`src/rtl/regwb_pkg.sv`:
```
// Shared types and constants for the register-file writeback arbiter.
`default_nettype none

package regwb_pkg;

  localparam int SLOT_DATA_W = 32;
  localparam int SLOT_ADDR_W = 5;
  localparam int AGE_W       = 3;

  localparam int SRC_LINK = 0;
  localparam int SRC_LOAD = 1;
  localparam int SRC_ALU  = 2;
  localparam int NSRC     = 3;

  localparam logic [SLOT_ADDR_W-1:0] LINK_REG = 5'd31;

  typedef struct packed {
    logic                   full;
    logic [SLOT_ADDR_W-1:0] dest;
    logic [SLOT_DATA_W-1:0] data;
    logic [AGE_W-1:0]       age;
  } slot_t;

endpackage

`default_nettype wire

```
`src/rtl/wb_slot.sv`:
```
// One-deep writeback holding slot with a saturating wait-age counter.
`default_nettype none

module wb_slot
  import regwb_pkg::*;
#(
  parameter int AGE_LIMIT = 4
) (
  input  logic                   Clk,
  input  logic                   Reset,
  input  logic                   accept,
  input  logic                   grant,
  input  logic [SLOT_ADDR_W-1:0] new_dest,
  input  logic [SLOT_DATA_W-1:0] new_data,
  output logic                   full,
  output logic                   aged,
  output logic [SLOT_ADDR_W-1:0] dest,
  output logic [SLOT_DATA_W-1:0] data
);

  slot_t slot;

  // A refill in the same cycle as a grant starts the new entry with a fresh age.
  always_ff @(posedge Clk or posedge Reset) begin
    if (Reset) begin
      slot <= '0;
    end else if (accept) begin
      slot.full <= 1'b1;
      slot.dest <= new_dest;
      slot.data <= new_data;
      slot.age  <= '0;
    end else if (grant) begin
      slot.full <= 1'b0;
      slot.age  <= '0;
    end else if (slot.full && (slot.age != '1)) begin
      slot.age <= slot.age + AGE_W'(1);
    end
  end

  assign full = slot.full;
  assign aged = slot.full && (slot.age >= AGE_W'(AGE_LIMIT));
  assign dest = slot.dest;
  assign data = slot.data;

endmodule

`default_nettype wire

```
`src/rtl/regwb_arbiter.sv`:
```
// Three-source writeback arbiter driving the register file's single write port,
// with aging-based anti-starvation and a pending-destination hazard mask.
`default_nettype none

module regwb_arbiter
  import regwb_pkg::*;
#(
  parameter int DATA_W    = SLOT_DATA_W,
  parameter int ADDR_W    = SLOT_ADDR_W,
  parameter int AGE_LIMIT = 4
) (
  input  logic                 Clk,
  input  logic                 Reset,
  input  logic                 LinkValid,
  input  logic [DATA_W-1:0]    LinkPc,
  output logic                 LinkReady,
  input  logic                 LoadValid,
  output logic                 LoadReady,
  input  logic [ADDR_W-1:0]    LoadReg,
  input  logic [DATA_W-1:0]    LoadData,
  input  logic                 AluValid,
  output logic                 AluReady,
  input  logic [ADDR_W-1:0]    AluReg,
  input  logic [DATA_W-1:0]    AluData,
  output logic [ADDR_W-1:0]    WriteReg,
  output logic [DATA_W-1:0]    WriteData,
  output logic                 RegWrite,
  output logic [2**ADDR_W-1:0] Pending
);

  logic [NSRC-1:0]   valid;
  logic [NSRC-1:0]   ready;
  logic [NSRC-1:0]   accept;
  logic [NSRC-1:0]   full;
  logic [NSRC-1:0]   aged;
  logic [NSRC-1:0]   cand;
  logic [NSRC-1:0]   grant;
  logic [ADDR_W-1:0] new_dest  [NSRC];
  logic [DATA_W-1:0] new_data  [NSRC];
  logic [ADDR_W-1:0] slot_dest [NSRC];
  logic [DATA_W-1:0] slot_data [NSRC];
  logic [ADDR_W-1:0] sel_dest;
  logic [DATA_W-1:0] sel_data;

  assign valid[SRC_LINK]    = LinkValid;
  assign valid[SRC_LOAD]    = LoadValid;
  assign valid[SRC_ALU]     = AluValid;
  assign new_dest[SRC_LINK] = LINK_REG;
  assign new_data[SRC_LINK] = LinkPc + DATA_W'(1);
  assign new_dest[SRC_LOAD] = LoadReg;
  assign new_data[SRC_LOAD] = LoadData;
  assign new_dest[SRC_ALU]  = AluReg;
  assign new_data[SRC_ALU]  = AluData;

  assign ready     = ~full | grant;
  assign LinkReady = ready[SRC_LINK];
  assign LoadReady = ready[SRC_LOAD];
  assign AluReady  = ready[SRC_ALU];

  generate
    for (genvar s = 0; s < NSRC; s++) begin : g_slot
      // Register-0 writes complete the handshake but never occupy the slot.
      assign accept[s] = valid[s] && ready[s] && (new_dest[s] != '0);

      wb_slot #(
        .AGE_LIMIT (AGE_LIMIT)
      ) u_slot (
        .Clk      (Clk),
        .Reset    (Reset),
        .accept   (accept[s]),
        .grant    (grant[s]),
        .new_dest (new_dest[s]),
        .new_data (new_data[s]),
        .full     (full[s]),
        .aged     (aged[s]),
        .dest     (slot_dest[s]),
        .data     (slot_data[s])
      );
    end
  endgenerate

  // Aged slots form the candidate set when any exist; lowest index wins.
  assign cand  = (|aged) ? aged : full;
  assign grant = cand & (~cand + NSRC'(1));

  always_comb begin
    sel_dest = '0;
    sel_data = '0;
    for (int s = 0; s < NSRC; s++) begin
      if (grant[s]) begin
        sel_dest = slot_dest[s];
        sel_data = slot_data[s];
      end
    end
  end

  always_ff @(posedge Clk or posedge Reset) begin
    if (Reset) begin
      RegWrite  <= 1'b0;
      WriteReg  <= '0;
      WriteData <= '0;
    end else if (|grant) begin
      RegWrite  <= 1'b1;
      WriteReg  <= sel_dest;
      WriteData <= sel_data;
    end else begin
      RegWrite  <= 1'b0;
    end
  end

  always_comb begin
    Pending = '0;
    for (int s = 0; s < NSRC; s++) begin
      if (full[s]) Pending[slot_dest[s]] = 1'b1;
    end
    if (RegWrite) Pending[WriteReg] = 1'b1;
  end

endmodule

`default_nettype wire
```
`config.mk`:
```
export PLATFORM = sky130hd
export DESIGN_NAME = regwb_arbiter
export DESIGN_NICKNAME = d
export VERILOG_FILES = /design/src/rtl/regwb_pkg.sv /design/src/rtl/wb_slot.sv /design/src/rtl/regwb_arbiter.sv
export SDC_FILE = /design/constraint.sdc
export NUM_CORES = 1
export LEC_CHECK = 0
export BUFFER_PORTS_ARGS = -buffer_cell sky130_fd_sc_hd__buf_2
export CORE_MARGIN = 1
export CORE_UTILIZATION = 23
export CTS_CLUSTER_DIAMETER = 150
export CTS_CLUSTER_SIZE = 24
export DETAILED_ROUTE_END_ITERATION = 8
export RECOVER_POWER = 100
export SYNTH_ARGS = -nofsm -noshare
export SYNTH_HDL_FRONTEND = slang
export SYNTH_SLANG_ARGS = --single-unit
```
`constraint.sdc`:
```
create_clock -name Clk -period 10.4 [get_ports Clk]
set_input_delay 2.08 -clock Clk [delete_from_list [all_inputs] [get_ports Clk]]
set_output_delay 2.08 -clock Clk [all_outputs]
set_load 0.02 [all_outputs]
```
=== After elaboration in Yosys (flattened, before gate mapping) ===
Index checks and enable logic that the tools add are counted.

* Muxes and demuxes: 35
* Bitwise gates (word level): 7
* Reduce and logical (&&, ||, !) cells: 25
* Add/subtract/negate cells: 5
* Equal/unequal tests: 3
* Magnitude comparators: 11

{| class="wikitable"
|+ Operator list
! cell !! number
|-
| 32-bit 2-to-1 mux || 7
|-
| 32-bit bitwise OR || 3
|-
| 32-bit by 1-bit adder with 32-bit output (second input constant) || 1
|-
| 3-bit 2-to-1 mux || 10
|-
| 5-bit by 6-bit less-than comparator with 1-bit output (second input constant) || 4
|-
| 1-bit demux with 5-bit select || 4
|-
| 5-bit by 1-bit greater-or-equal comparator with 1-bit output (second input constant) || 4
|-
| 1-bit logical AND || 15
|-
| 5-bit 2-to-1 mux || 3
|-
| 3-bit by 1-bit adder with 3-bit output (second input constant) || 4
|-
| 1-bit 2-to-1 mux || 11
|-
| 5-bit nonzero test || 2
|-
| 3-bit greater-or-equal comparator (second input constant) || 3
|-
| 3-bit != test (second input constant) || 3
|-
| 3-bit nonzero test || 3
|-
| 3-bit NOT || 2
|-
| 2-bit nonzero test || 3
|-
| 3-bit OR reduction || 2
|-
| 3-bit bitwise AND || 1
|-
| 3-bit bitwise OR || 1
|}

* Input bits: 111
* Bits in registers: 157
* Logic and storage cells: 101
* Output and inout bits: 73

=== Longest topological paths before layout ===
* Word-level depth: 11
* Depth in mapped cells: 7
* Mapped depth without buffers: 6

=== By module ===
A second synthesis with hierarchy kept.

* Cells, all modules: 860
* Area, all modules: 9749.4 µm²

{| class="wikitable"
|+ Modules (own cells, without submodules)
! module !! area an instance (µm²) !! seq. area each (µm²) !! cells each !! times used
|-
| wb_slot || 2037.0 || 1026.0 || 133 || 3
|-
| regwb_arbiter || 3638.5 || 950.9 || 461 || 1
|}

=== Least setup slack after synthesis ===
OpenSTA, ideal clock, no wires.

* Kind: reg2out
* From: register g_slot[2].u_slot.full (netlist name)
* To: output Pending[0]
* Arrival time: 1508 ps
* Path slack: 6812 ps
* Data required time: 8320 ps
* Buffers on the path: 1
* Cell stages (with the launch flop): 4
* Cells stage by stage: dfrtp_1 > clkbuf_1 > nor3b_1 > a221o_1

* Word-level cells in the longest chain between the ends: 3

{| class="wikitable"
|+ RTL lines
! what !! RTL line !! source
|-
| 32-bit 2-to-1 mux (*) || regwb_arbiter.sv:114 || <nowiki>if (full[s]) Pending[slot_dest[s]] = 1'b1;</nowiki>
|-
| 32-bit bitwise OR (no source line) || -- ||
|-
| 32-bit 2-to-1 mux (*) || regwb_arbiter.sv:116 || <nowiki>if (RegWrite) Pending[WriteReg] = 1'b1;</nowiki>
|-
| end: declaration || regwb_arbiter.sv:28 || <nowiki>output logic [2**ADDR_W-1:0] Pending</nowiki>
|}

Mark *: on every way between the ends. The rest lies on a longest branch, timed or not.

=== Final worst setup path ===
* From: input AluReg[3]
* To: register g_slot[2].u_slot.data[24] (netlist name)

* Word-level cells in the longest chain between the ends: 2

{| class="wikitable"
|+ RTL lines
! what !! RTL line !! source
|-
| start: declaration || regwb_arbiter.sv:23 || <nowiki>input logic [ADDR_W-1:0] AluReg,</nowiki>
|-
| 5-bit nonzero test || regwb_arbiter.sv:63 || <nowiki>assign accept[s] = valid[s] && ready[s] && (new_dest[s] != '0);</nowiki>
|-
| 1-bit logical AND || regwb_arbiter.sv:63 ||
|}

Every way passes these cells.
A chain may end at the register's enable or synchronous reset.

==> reports/qor.csv <==
metric,value,unit
status,"complete, but fails checks",
failed_checks,"capacitance limit, slew limit",
slew-limit-headroom,-167.9,%
cap_violations,8,
tightest_slew,3.997,ns
core-area,0.03278,mm²
r2r_setup_slack,5.89,ns
grt_pass1_vias,6393,
cts_tree,built,
drv_slew,317,
worst_setup_path_start_kind,primary input,
r2r-start,g_slot[2].u_slot.full$_DFFE_PP0P_,
clock-sinks,157,
power.density,317.9,mW/mm²
grt_overflow,0,
crit_path_end,g_slot[2].u_slot.data[24]$_DFFE_PP0P_,
syn_to_final_growth,23.84,%
totalPowerFinal,3.044,mW
grt_max_degree,87,
drc,0,
crit_arrival,5.56,ns
die_x,185.3,µm
num-nets-final,1014,
r2r-end,g_slot[1].u_slot.data[10]$_DFFE_PP0P_,
clock_path_buffers,2,
cts-root-buf,clkbuf_16,
multi_input_area,0.003531,mm²
drt_iter0_markers,368,
ant_nets,0,
placed_cell_area,0.009061,mm²
cts_made_buffers,17,
yosysTopAreaCell,dfrtp_1,
wl_per_cell,17.73,µm
yosysTopAreaCellShare,50.82,%
final_area,0.009574,mm²
yosysWarnings,0,
yosysUniqueCellTypes,47,
io_buffers,183,
insertion_delay,0.43,ns
path_clk_slew,0.07,ns
rsz0062_at_grt,no,
syn_avg_cell_area,10.50,µm²
crit_required,10.71,ns
ys_top_cells_by_area,"dfrtp_1 51%, mux2_2 9.6%, nand2_1 5.8%, a221oi_1 3.5%, a22oi_1 3.0%",
finalHoldViolations,0,
timing.fmax,0.1905,GHz
postCtsSetupRepairBufs,0,
ys.flop_type,dfrtp_1,
cellLeakagePower,4.079,nW
ir_worst_vdd,0.1088,mV
async_reset_ff_share,100.0,%
dp_hpwl,16720,µm
drive_gt1_share,23.65,%
path_class,in2reg,
reg2reg_depth,5,
final.setup.tns,0,ns
register_area,0.003929,mm²
vias_per_cell,4.718,
initial_core_util,23.58,%
syn_inst,736,
grt_use_total,14.35,%
antenna_found_initial,5,
first_pass_iters,5,
synth.net_count,854,
period_share,50.49,%
synth-seq-cells,157,
setup_viol,0,
post_cts_resize_count,0,
ctsHoldBuffers,0,
syn_area,0.007731,mm²
endpoint_kind,flop,
clock_skew,0.01395,ns
crit_start,AluReg[3],
io_pins,184,
min_period,5.251,ns
dieArea,0.03435,mm²
seq_area_frac_synth,50.82,%
wl,24010,µm
crit_fanout,24,
hold_path_class,reg2reg,
rows,66,
route.vias.total,6388,
grt_first_pass_wirelength,37430,µm
synth_edf_count,0,
die_height,185.3,µm
place_congestion,0.8496,
fillers,3509,
h-tree-depth,4,
[layer usage]
metal  wire (µm)  share of wire (%)  vias up  track usage, %
met4         260                1.1        6           3.537
li1            -                  -     3009               -
met5          34               0.14        -               0
met2       11430                 48      224           23.69
met1       10630                 44     3124           18.24
met3        1661                6.9       25           4.208
[area by class of cell]
| class | instances | area share, % |
|---|---|---|
| sequential | 157 | 41.04 |
| multi-input combinational | 523 | 36.88 |
| timing repair buffer | 188 | 8.834 |
| tap | 442 | 5.776 |
| clock buffer | 17 | 4.443 |
| clock inverter | 15 | 2.588 |
| inverter | 9 | 0.3659 |
| antenna | 3 | 0.07841 |
[synth_stat cells (16+ instances only)]
master	instances
nor2_1	43
buf_2	16
nand3_1	20
xor2_1	18
dfrtp_1	157
o22ai_1	27
a22oi_1	31
nor3_1	16
nand2_1	119
mux2_2	66
clkbuf_1	25
a221oi_1	31
o21ai_0	36
[worst min path at each step]
stage | start | endpoint | slack (ns) | cells past startpoint
after detailed placement | g_slot[0].u_slot.data[13]$_DFFE_PP0P_ | g_slot[0].u_slot.data[13]$_DFFE_PP0P_ | 0.48 | 2
after global placement | g_slot[0].u_slot.data[3]$_DFFE_PP0P_ | g_slot[0].u_slot.data[3]$_DFFE_PP0P_ | 0.46 | 2
after CTS | g_slot[0].u_slot.data[2]$_DFFE_PP0P_ | g_slot[0].u_slot.data[2]$_DFFE_PP0P_ | 0.50 | 2
after global routing | g_slot[0].u_slot.data[19]$_DFFE_PP0P_ | g_slot[0].u_slot.data[19]$_DFFE_PP0P_ | 0.51 | 2
final | g_slot[0].u_slot.data[25]$_DFFE_PP0P_ | g_slot[0].u_slot.data[25]$_DFFE_PP0P_ | 0.49 | 2
after floorplan | g_slot[0].u_slot.data[0]$_DFFE_PP0P_ | g_slot[0].u_slot.data[0]$_DFFE_PP0P_ | 0.45 | 2
[cell usage in the layout, fill, tap and decap left out, drive strengths merged, types with 5 or more instances in the layout]
| cell | Yosys | layout |
|---|---|---|
| dfrtp | 157 | 157 |
| a22o | 6 | 6 |
| o21ai | 37 | 37 |
| and3 | 13 | 13 |
| buf | 22 | 108 |
| bufinv | 0 | 5 |
| inv | 9 | 16 |
| a221oi | 31 | 31 |
| ha | 7 | 7 |
| xnor2 | 14 | 14 |
| xor2 | 18 | 18 |
| nor3 | 16 | 16 |
| nand2 | 120 | 120 |
| nor3b | 13 | 13 |
| and3b | 7 | 7 |
| nand3 | 21 | 21 |
| nor2 | 43 | 43 |
| nand4 | 11 | 11 |
| a22oi | 31 | 31 |
| a221o | 7 | 7 |
| mux2 | 73 | 73 |
| o22ai | 27 | 27 |
| clkbuf | 25 | 97 |
[power breakdown]
| group | switching [mW] | total, mW | internal [mW] |
|---|---|---|---|
| clock network | 0.286 | 0.723 | 0.437 |
| registers | 0.205 | 1.09 | 0.882 |
| logic | 0.762 | 1.23 | 0.472 |
| total | 1.25 | 3.04 | 1.79 |
[flip-flops by register name (all words and copies together), names as in the netlist]
name and flops:
RegWrite 1, WriteData 32, WriteReg 5, g_slot.u_slot.data 96
g_slot.u_slot.dest 11, g_slot.u_slot.full 3, g_slot.u_slot.slot 9
[worst max-delay path: stages]
cell      delay [ns]
clkbuf_1        0.11
or4_1           0.12
o21ai_0         0.15
a21oi_1         1.45
clkbuf_1        1.21
mux2_2          0.43
[per-stage QoR]
stage                     cells  setup slack (ns)  hold slack, ns  utilization [%]
final                      1354             5.149          0.4909            29.20
after CTS                  1351             5.808          0.4958            29.69
after detailed placement   1319             6.293          0.4750            27.64
after global placement     1319             6.347          0.4646            27.64
after floorplan             736             4.085          0.4509                -
after global routing       1351             4.530          0.5148            29.18
[cells by family (layout without fill, tap and decap cells)]
group / count (synthesis) / count (layout) / share of synthesized area [%]
XOR/XNOR: 32 / 32 / 3.625
buffers and inverters: 56 / 229 / 3.172
multiplexers: 77 / 77 / 11.49
other: 0 / 3 / 0
adder cells (fa/ha/maj): 7 / 7 / 1.133
AND/OR/NAND/NOR: 259 / 259 / 16.14
AO/OA/AOI/OAI: 148 / 148 / 13.63
flip-flops: 157 / 157 / 50.82
No activity file was read; power rests on OpenSTA's default activity.
